===== src/rtl/uart_tx_fifo.sv =====
// uart_tx_fifo: byte FIFO between core MMIO writes and a UART transmitter.
// A drain FSM issues one tx_start per byte and waits for the UART to finish.
module uart_tx_fifo #(
    parameter int DEPTH   = 16,
    parameter int TIMEOUT = 15
) (
    input  logic                       clk,
    input  logic                       rst,
    input  logic                       push_valid,
    input  logic [7:0]                 push_data,
    output logic                       push_ready,
    input  logic                       flush,
    input  logic                       clear_overflow,
    output logic [7:0]                 tx_data,
    output logic                       tx_start,
    input  logic                       tx_busy,
    output logic [$clog2(DEPTH):0]     count,
    output logic                       empty,
    output logic                       full,
    output logic                       overflow
);

    localparam int AW = $clog2(DEPTH);
    localparam int CW = AW + 1;
    localparam int TW = $clog2(TIMEOUT + 1);

    typedef enum logic [1:0] {
        IDLE,
        LOAD,
        WAIT_BUSY,
        WAIT_DONE
    } state_t;

    state_t          state;
    state_t          state_nxt;
    logic [7:0]      mem [DEPTH];
    logic [AW-1:0]   head;
    logic [AW-1:0]   tail;
    logic [TW-1:0]   tmo;
    logic [TW-1:0]   tmo_nxt;
    logic            do_push;
    logic            do_pop;
    logic            drop;

    assign empty      = (count == '0);
    assign full       = (count == CW'(DEPTH));
    assign push_ready = !full;
    assign tx_start   = (state == LOAD);

    // A flush swallows any push in the same cycle, including a dropped one.
    assign do_push = push_valid && !full && !flush;
    assign drop    = push_valid && full && !flush;
    assign do_pop  = (state == IDLE) && !empty && !tx_busy;

    // Byte storage; written at the tail on every accepted push.
    always_ff @(posedge clk) begin
        if (rst && do_push) begin
            mem[tail] <= push_data;
        end
    end

    // Head/tail pointers and occupancy; flush empties the FIFO.
    always_ff @(posedge clk) begin
        if (!rst || flush) begin
            head  <= '0;
            tail  <= '0;
            count <= '0;
        end else begin
            if (do_push) begin
                tail <= tail + AW'(1);
            end
            if (do_pop) begin
                head <= head + AW'(1);
            end
            case ({do_push, do_pop})
                2'b10:   count <= count + CW'(1);
                2'b01:   count <= count - CW'(1);
                default: count <= count;
            endcase
        end
    end

    // Sticky overflow; a new drop outranks a clear in the same cycle.
    always_ff @(posedge clk) begin
        if (!rst) begin
            overflow <= 1'b0;
        end else if (drop) begin
            overflow <= 1'b1;
        end else if (clear_overflow) begin
            overflow <= 1'b0;
        end
    end

    // Head byte is captured into tx_data as it is popped.
    always_ff @(posedge clk) begin
        if (!rst) begin
            tx_data <= 8'h00;
        end else if (do_pop) begin
            tx_data <= mem[head];
        end
    end

    // Drain FSM state and busy-wait timeout counter.
    always_ff @(posedge clk) begin
        if (!rst) begin
            state <= IDLE;
            tmo   <= '0;
        end else begin
            state <= state_nxt;
            tmo   <= tmo_nxt;
        end
    end

    // Next state; the timeout counter only runs while waiting for busy.
    always_comb begin
        state_nxt = state;
        tmo_nxt   = '0;
        unique case (state)
            IDLE: begin
                if (!empty && !tx_busy) begin
                    state_nxt = LOAD;
                end
            end
            LOAD: begin
                state_nxt = WAIT_BUSY;
            end
            WAIT_BUSY: begin
                if (tx_busy) begin
                    state_nxt = WAIT_DONE;
                end else if (tmo == TW'(TIMEOUT - 1)) begin
                    state_nxt = IDLE;
                end else begin
                    tmo_nxt = tmo + TW'(1);
                end
            end
            WAIT_DONE: begin
                if (!tx_busy) begin
                    state_nxt = IDLE;
                end
            end
            default: begin
                state_nxt = IDLE;
            end
        endcase
    end

endmodule

===== config.mk =====
export PLATFORM = sky130hd
export DESIGN_NAME = uart_tx_fifo
export DESIGN_NICKNAME = d
export VERILOG_FILES = /design/src/rtl/uart_tx_fifo.sv
export SDC_FILE = /design/constraint.sdc
export NUM_CORES = 1
export LEC_CHECK = 0
export CAP_MARGIN = 20
export CORE_ASPECT_RATIO = 0.8
export CORE_UTILIZATION = 54
export DETAILED_ROUTE_END_ITERATION = 6
export GPL_ROUTABILITY_DRIVEN = 0
export PLACE_DENSITY_LB_ADDON = 0.05
export SYNTH_ARGS = -nofsm -noshare
export SYNTH_HDL_FRONTEND = slang
export SYNTH_SLANG_ARGS = --single-unit
export TNS_END_PERCENT = 10

===== constraint.sdc =====
create_clock -name clk -period 2.3 [get_ports clk]
set_input_delay 0.345 -clock clk [delete_from_list [all_inputs] [get_ports clk]]
set_output_delay 0.345 -clock clk [all_outputs]
set_load 0.01 [all_outputs]

# Word-level counts from Yosys, hierarchy flattened
# Memories as Yosys holds them, arrays and structs flattened. A register that Yosys moved wholly into a read port is not among the register bits.
# Index checks and enable logic that the tools add are counted.
# W data, S select, Z words.
[op_classes]
n_addsub = 5
n_eq_ne = 10
mux = 10
bitwise = 2
n_reduce_logical = 21
[op_table]
columns = ["operator", "count"]
rows = [
  ["$add A4 B1 Y4 const B", 3],
  ["$pmux W5 S2", 1],
  ["$logic_and A1 B1 Y1", 8],
  ["$mux W2", 4],
  ["$pmux W2 S4", 1],
  ["$eq A2 B2 Y1 const B", 3],
  ["$logic_not A1 Y1", 6],
  ["$add A5 B1 Y5 const B", 1],
  ["$eq A5 B5 Y1 const B", 1],
  ["$logic_not A5 Y1", 1],
  ["$sub A5 B1 Y5 const B", 1],
  ["$eq A2 B1 Y1 const B", 2],
  ["$eq A4 B4 Y1 const B", 1],
  ["$mux W1", 4],
  ["$reduce_bool A2 Y1", 2],
  ["$reduce_or A4 Y1", 1],
  ["$ne A3 B3 Y1 const B", 1],
  ["$reduce_and A3 Y1", 1],
  ["$logic_not A2 Y1", 1],
  ["$ne A2 B1 Y1 const B", 1],
  ["$ne A2 B2 Y1 const B", 1],
  ["$not A1 Y1", 2],
  ["$logic_or A1 B1 Y1", 1],
]
[word_totals]
reg_bits = 20
ram_bits = 128
input_bits = 14
output_inout_bits = 18
word_cells = 55
memories = 1
[memory_table]
columns = ["memory", "depth", "word_bits", "rd", "rd_clocked_by_memory_dff", "write_ports", "line_no", "source"]
rows = [
  ["mem", 16, 8, 1, 1, 1, "36", "logic [7:0] mem [DEPTH];"],
]

# Longest topological paths before layout
# Gate-level depths: netlist (run 1).
[depth]
ltp_word = 7
mapped_depth = 10
ltp_nobuf = 9

# Worst setup path after synthesis (run 1)
# Ideal clock, no wire load.
[synth_path]
path_kind = "flip-flop to flip-flop"
startpoint = "register count[0]"
endpoint = "register count[4]"
t_arrival_ns = 2.480
t_required_ns = 2.228
slack_ns = -0.252
stages_incl_launch_ff = 10
n_path_buf = 1
synth_period_minus_slack_ns = 2.552
cell_sequence = "dfxtp_1 nor4_4 a21boi_1 buf_2 ha_1 fa_1 a21o_1 a21oi_1 mux2i_1 mux2i_1"
[synth_via]
elab_chain_len = 6
word_cells_on_any_way = 14
classes_between = "add/sub (2); eq/ne (3); mux (1); reduce/logical (8)"
[synth_lines]
columns = ["item", "line_no", "source"]
rows = [
  ["from (decl)", "17", "output logic [$clog2(DEPTH):0] count,"],
  ["from (signal assigned)", "76", "2'b10: count <= count + CW'(1);"],
  ["from (signal assigned)", "77", "2'b01: count <= count - CW'(1);"],
  ["from (signal assigned)", "78", "default: count <= count;"],
  ["$logic_not A5 Y1 *", "45", "assign empty = (count == '0);"],
  ["$logic_not A1 Y1 *", "53", "assign do_pop = (state == IDLE) && !empty && !tx_busy;"],
  ["$logic_and A1 B1 Y1 * (2 in a row)", "53", ""],
  ["net do_pop", "42", "logic do_pop;"],
  ["$eq A2 B1 Y1 / $eq A2 B2 Y1 (equally long branches)", "75", "case ({do_push, do_pop})"],
  ["$pmux W5 S2 / $reduce_bool A2 Y1 (equally long branches)", "--", ""],
]
# Mark *: on every way through the listed nets, which the timed path passes. The rest lies on a longest branch.
# A chain may end at the register's enable or synchronous reset.

# Worst setup path in the final report (run 1)
[layout_path]
startpoint = "register count[3]"
endpoint = "register count[4]"
[layout_via]
elab_chain_len = 6
word_cells_on_any_way = 14
classes_between = "add/sub (2); eq/ne (3); mux (1); reduce/logical (8)"
[layout_lines]
columns = ["item", "line_no"]
rows = [
  ["$eq A5 B5 Y1 / $logic_not A5 Y1 (equally long branches)", "46, 45"],
  ["$logic_not A1 Y1 (on tied branches)", "51, 53"],
  ["$logic_and A1 B1 Y1 (on tied branches) (2 in a row)", "51, 53"],
  ["$eq A2 B1 Y1 / $eq A2 B2 Y1 (equally long branches)", "75"],
  ["$pmux W5 S2 / $reduce_bool A2 Y1 (equally long branches)", "--"],
]
# Several ways; a longest one is shown, not always the timed one.

==> reports/metrics.cfg, run 1 <==
[synthesis]
synth_area_sq_mm=0.00634
ys_seq_elements=156
synth_edf_count=128
synth-async-reset-ratio_pct=0
yosysSeqAreaShare_pct=69.4
synth-main-ff-cell=edfxtp_1
synth_area_leaders=edfxtp_1 61%, dfxtp_1 8.8%, mux2i_1 7.1%, mux4_1 5.0%, ha_1 2.2%
yosysTopAreaCell=edfxtp_1
yosysMostFrequentCell=edfxtp_1
syn_nets=428
syn_area_per_cell_sq_um=15.8
synth_commonest_cells=128 x edfxtp_1, 45 x mux2i_1, 35 x nor2_1
syn-instance-count=402
synth_top_area_share_pct=60.6
yosys_warnings=0
synth.distinct_cells=45

[die]
die-area_sq_mm=0.0122
die_w_um=123
core_sq_mm=0.0115
num_rows=35
fp.dieH_um=99.0
io_pins=32
initial_utilization_pct=55.3

[critical_path]
crit_required_ns=2.65
crit_cells=8
crit_arrival_ns=2.56
reg2reg_depth=8
cp_num_buf_inv=0
crit_chain=nor4_4 > a21boi_2 > ha_4 > fa_2 > a21o_1 > a21oi_2 > mux2i_1 > mux2i_1
startpoint_type=flip-flop
worstPathMaxFanout=5
path_common_cell=mux2i_1
cp_slowest_cell=dfxtp_4
critPathMaxStageDelay_ns=0.37
end_kind=flip-flop
crit_type=flip-flop to flip-flop
crit_family=adder cells

[layout]
layout.cells.non_filler=631
drive_gt1_share_pct=17.2
multi_input_area_sq_mm=0.00182
antenna_cells=0
nets=496
filler_cell_count=804
areaGrowthSynthToFinish_pct=20.8
seqCellArea_sq_mm=0.00441

[detailed_routing]
wl_um=12800
wl_per_cell_um=20.3
via_count=3617
drt-initial-drc-count=276
vias_per_cell=5.73
drtAntennaViolNets=0
drcViolationCount=0
dr.pass1.iters=5

[sta]
setup_viol=0
max_freq_mhz=453
maxSlewHeadroom_pct=51.5
final_hold_viol_count=0
rsz0062_at_grt=yes
finalCritPeriodShare_pct=96.0
worstMarginPinSlew_ns=0.725
min_period_ns=2.21
slew_violations=0
whs_ns=0.459
fin_skew_ns=0.00877

[pwr]
p_per_area_mw_per_mm2=795
p_leak_nw=2.57
vdd_drop_max_uv=553

[global_routing]
grtUsageTotal_pct=23.0
antenna_found_initial=0
grt_pass1_wl_um=19700
overflow=0
grt_pass1_vias=3589
grt_max_degree=53

[place]
dp_hpwl_um=8700
dp_cells=599
numPortBuffers=31

[clocking]
ctsHtreeMaxLevel=4
numClockSinks=156
postCtsSetupBuffers=0
cts_tree=done
clockBufferDepth=2
clkLatencyLatePin_ns=0.42
cts_root_buf=clkbuf_16
holdBufCountCts=0
clkTransAtPathRegs_ns=0.06
cts_made_buffers=17

[min_path]
hold_path_class=flip-flop to flip-flop
whs_path_depth=1

[run_status]
status=complete, no violations

[run]
cap_viol_max_count=0

where the power goes:
| group | total (mW) | leakage [nW] | switching (mW) | internal, mW |
|---|---|---|---|---|
| sequential | 3.08 | 1.38 | 0.0132 | 3.07 |
| combinational | 0.214 | 0.898 | 0.119 | 0.0954 |
| clock | 2.80 | 0.290 | 1.10 | 1.70 |
| total | 6.09 | 2.57 | 1.23 | 4.87 |
cell usage in the layout (no fill, tap or decap), types with 7 or more instances in the layout:
master / instances
edfxtp_1: 128
mux2i_1: 45
buf_4: 36
nor2_1: 35
clkdlybuf4s50_1: 28
dfxtp_1: 24
o22ai_1: 21
clkbuf_16: 17
mux4_1: 12
nand2_1: 10
ha_1: 10
o21ai_0: 8
a31oi_1: 8
inv_1: 7
nor2b_1: 7
nand3_1: 7
state kept, by name, summed over array words and instances (netlist names):
name	flops
count	5
head	4
mem	128
overflow	1
state	2
tail	4
tmo	4
tx_data	8
final timing paths:
path	slack (ns)	end	start
max reg2reg	0.09	count[4]	count[3]
max	0.09	count[4]	count[3]
min reg2reg	0.46	tmo[0]	tmo[0]
min	0.46	tmo[0]	tmo[0]
layer usage:
layer	wire, um	global-route usage, %	up-vias
met5	0	0	-
met3	786	6.42	19
met4	208	7.69	0
met2	5650	32.6	104
li1	-	-	1696
met1	6140	34.4	1798
worst reg2reg max path, delay by kind of cell (launching register included):
kind	cells	cell delay, ns
fa+ha+maj	2	0.57
compound gates	3	0.43
mux	2	0.41
simple gates	1	0.36
flops	1	0.37
kinds of logic (layout without fill, tap and decap cells):
family | count (synthesis) | in the layout | synth area share [%]
xor+xnor | 11 | 11 | 1.52
simple gates | 82 | 82 | 6.61
fa+ha+maj | 12 | 12 | 2.48
compound gates | 56 | 56 | 5.58
flops | 156 | 156 | 69.4
mux | 57 | 57 | 12.1
buf+inv | 28 | 109 | 2.33
repair_timing:
action	4_1_cts	5_1_grt
pin swaps	1	4
resized for setup	2	3
setup endpoints to repair	2	3
through the flow:
stage	worst slack, ns	area, sq um	setup TNS (ns)	utilization, %	total power, mW
4_1_cts	0.0387	7660	0	66.8	6.13
5_1_grt	-0.0472	7660	-0.0472	66.8	6.27
6_report	0.0909	7660	0	66.8	6.09
3_5_place_dp	-0.293	7060	-0.660	61.6	3.36
3_3_place_gp	-0.196	7060	-0.410	61.6	3.35
2_1_floorplan	-0.00483	6370	-0.00483	-	3.23
area by class of cell:
type                            count  area share, %
Inverter                            8          0.392
Timing Repair Buffer               69           8.10
Tap cell                          148           2.42
Clock inverter                     15           2.25
Clock buffer                       17           5.55
Sequential cell                   156           57.6
Multi-Input combinational cell    218           23.7
No activity file was read; power rests on OpenSTA's default activity.
==> run 2, diff against run 1 <==
SLEW_MARGIN = 30   (was default)
==> results of run 2 <==
No change in the layout: final DEF, timing and power equal those of run 1.
==> run 3, diff against run 2 <==
SLEW_MARGIN = 10   (was 30)
==> results of run 3 <==
No change in the layout: final DEF, timing and power equal those of run 1.
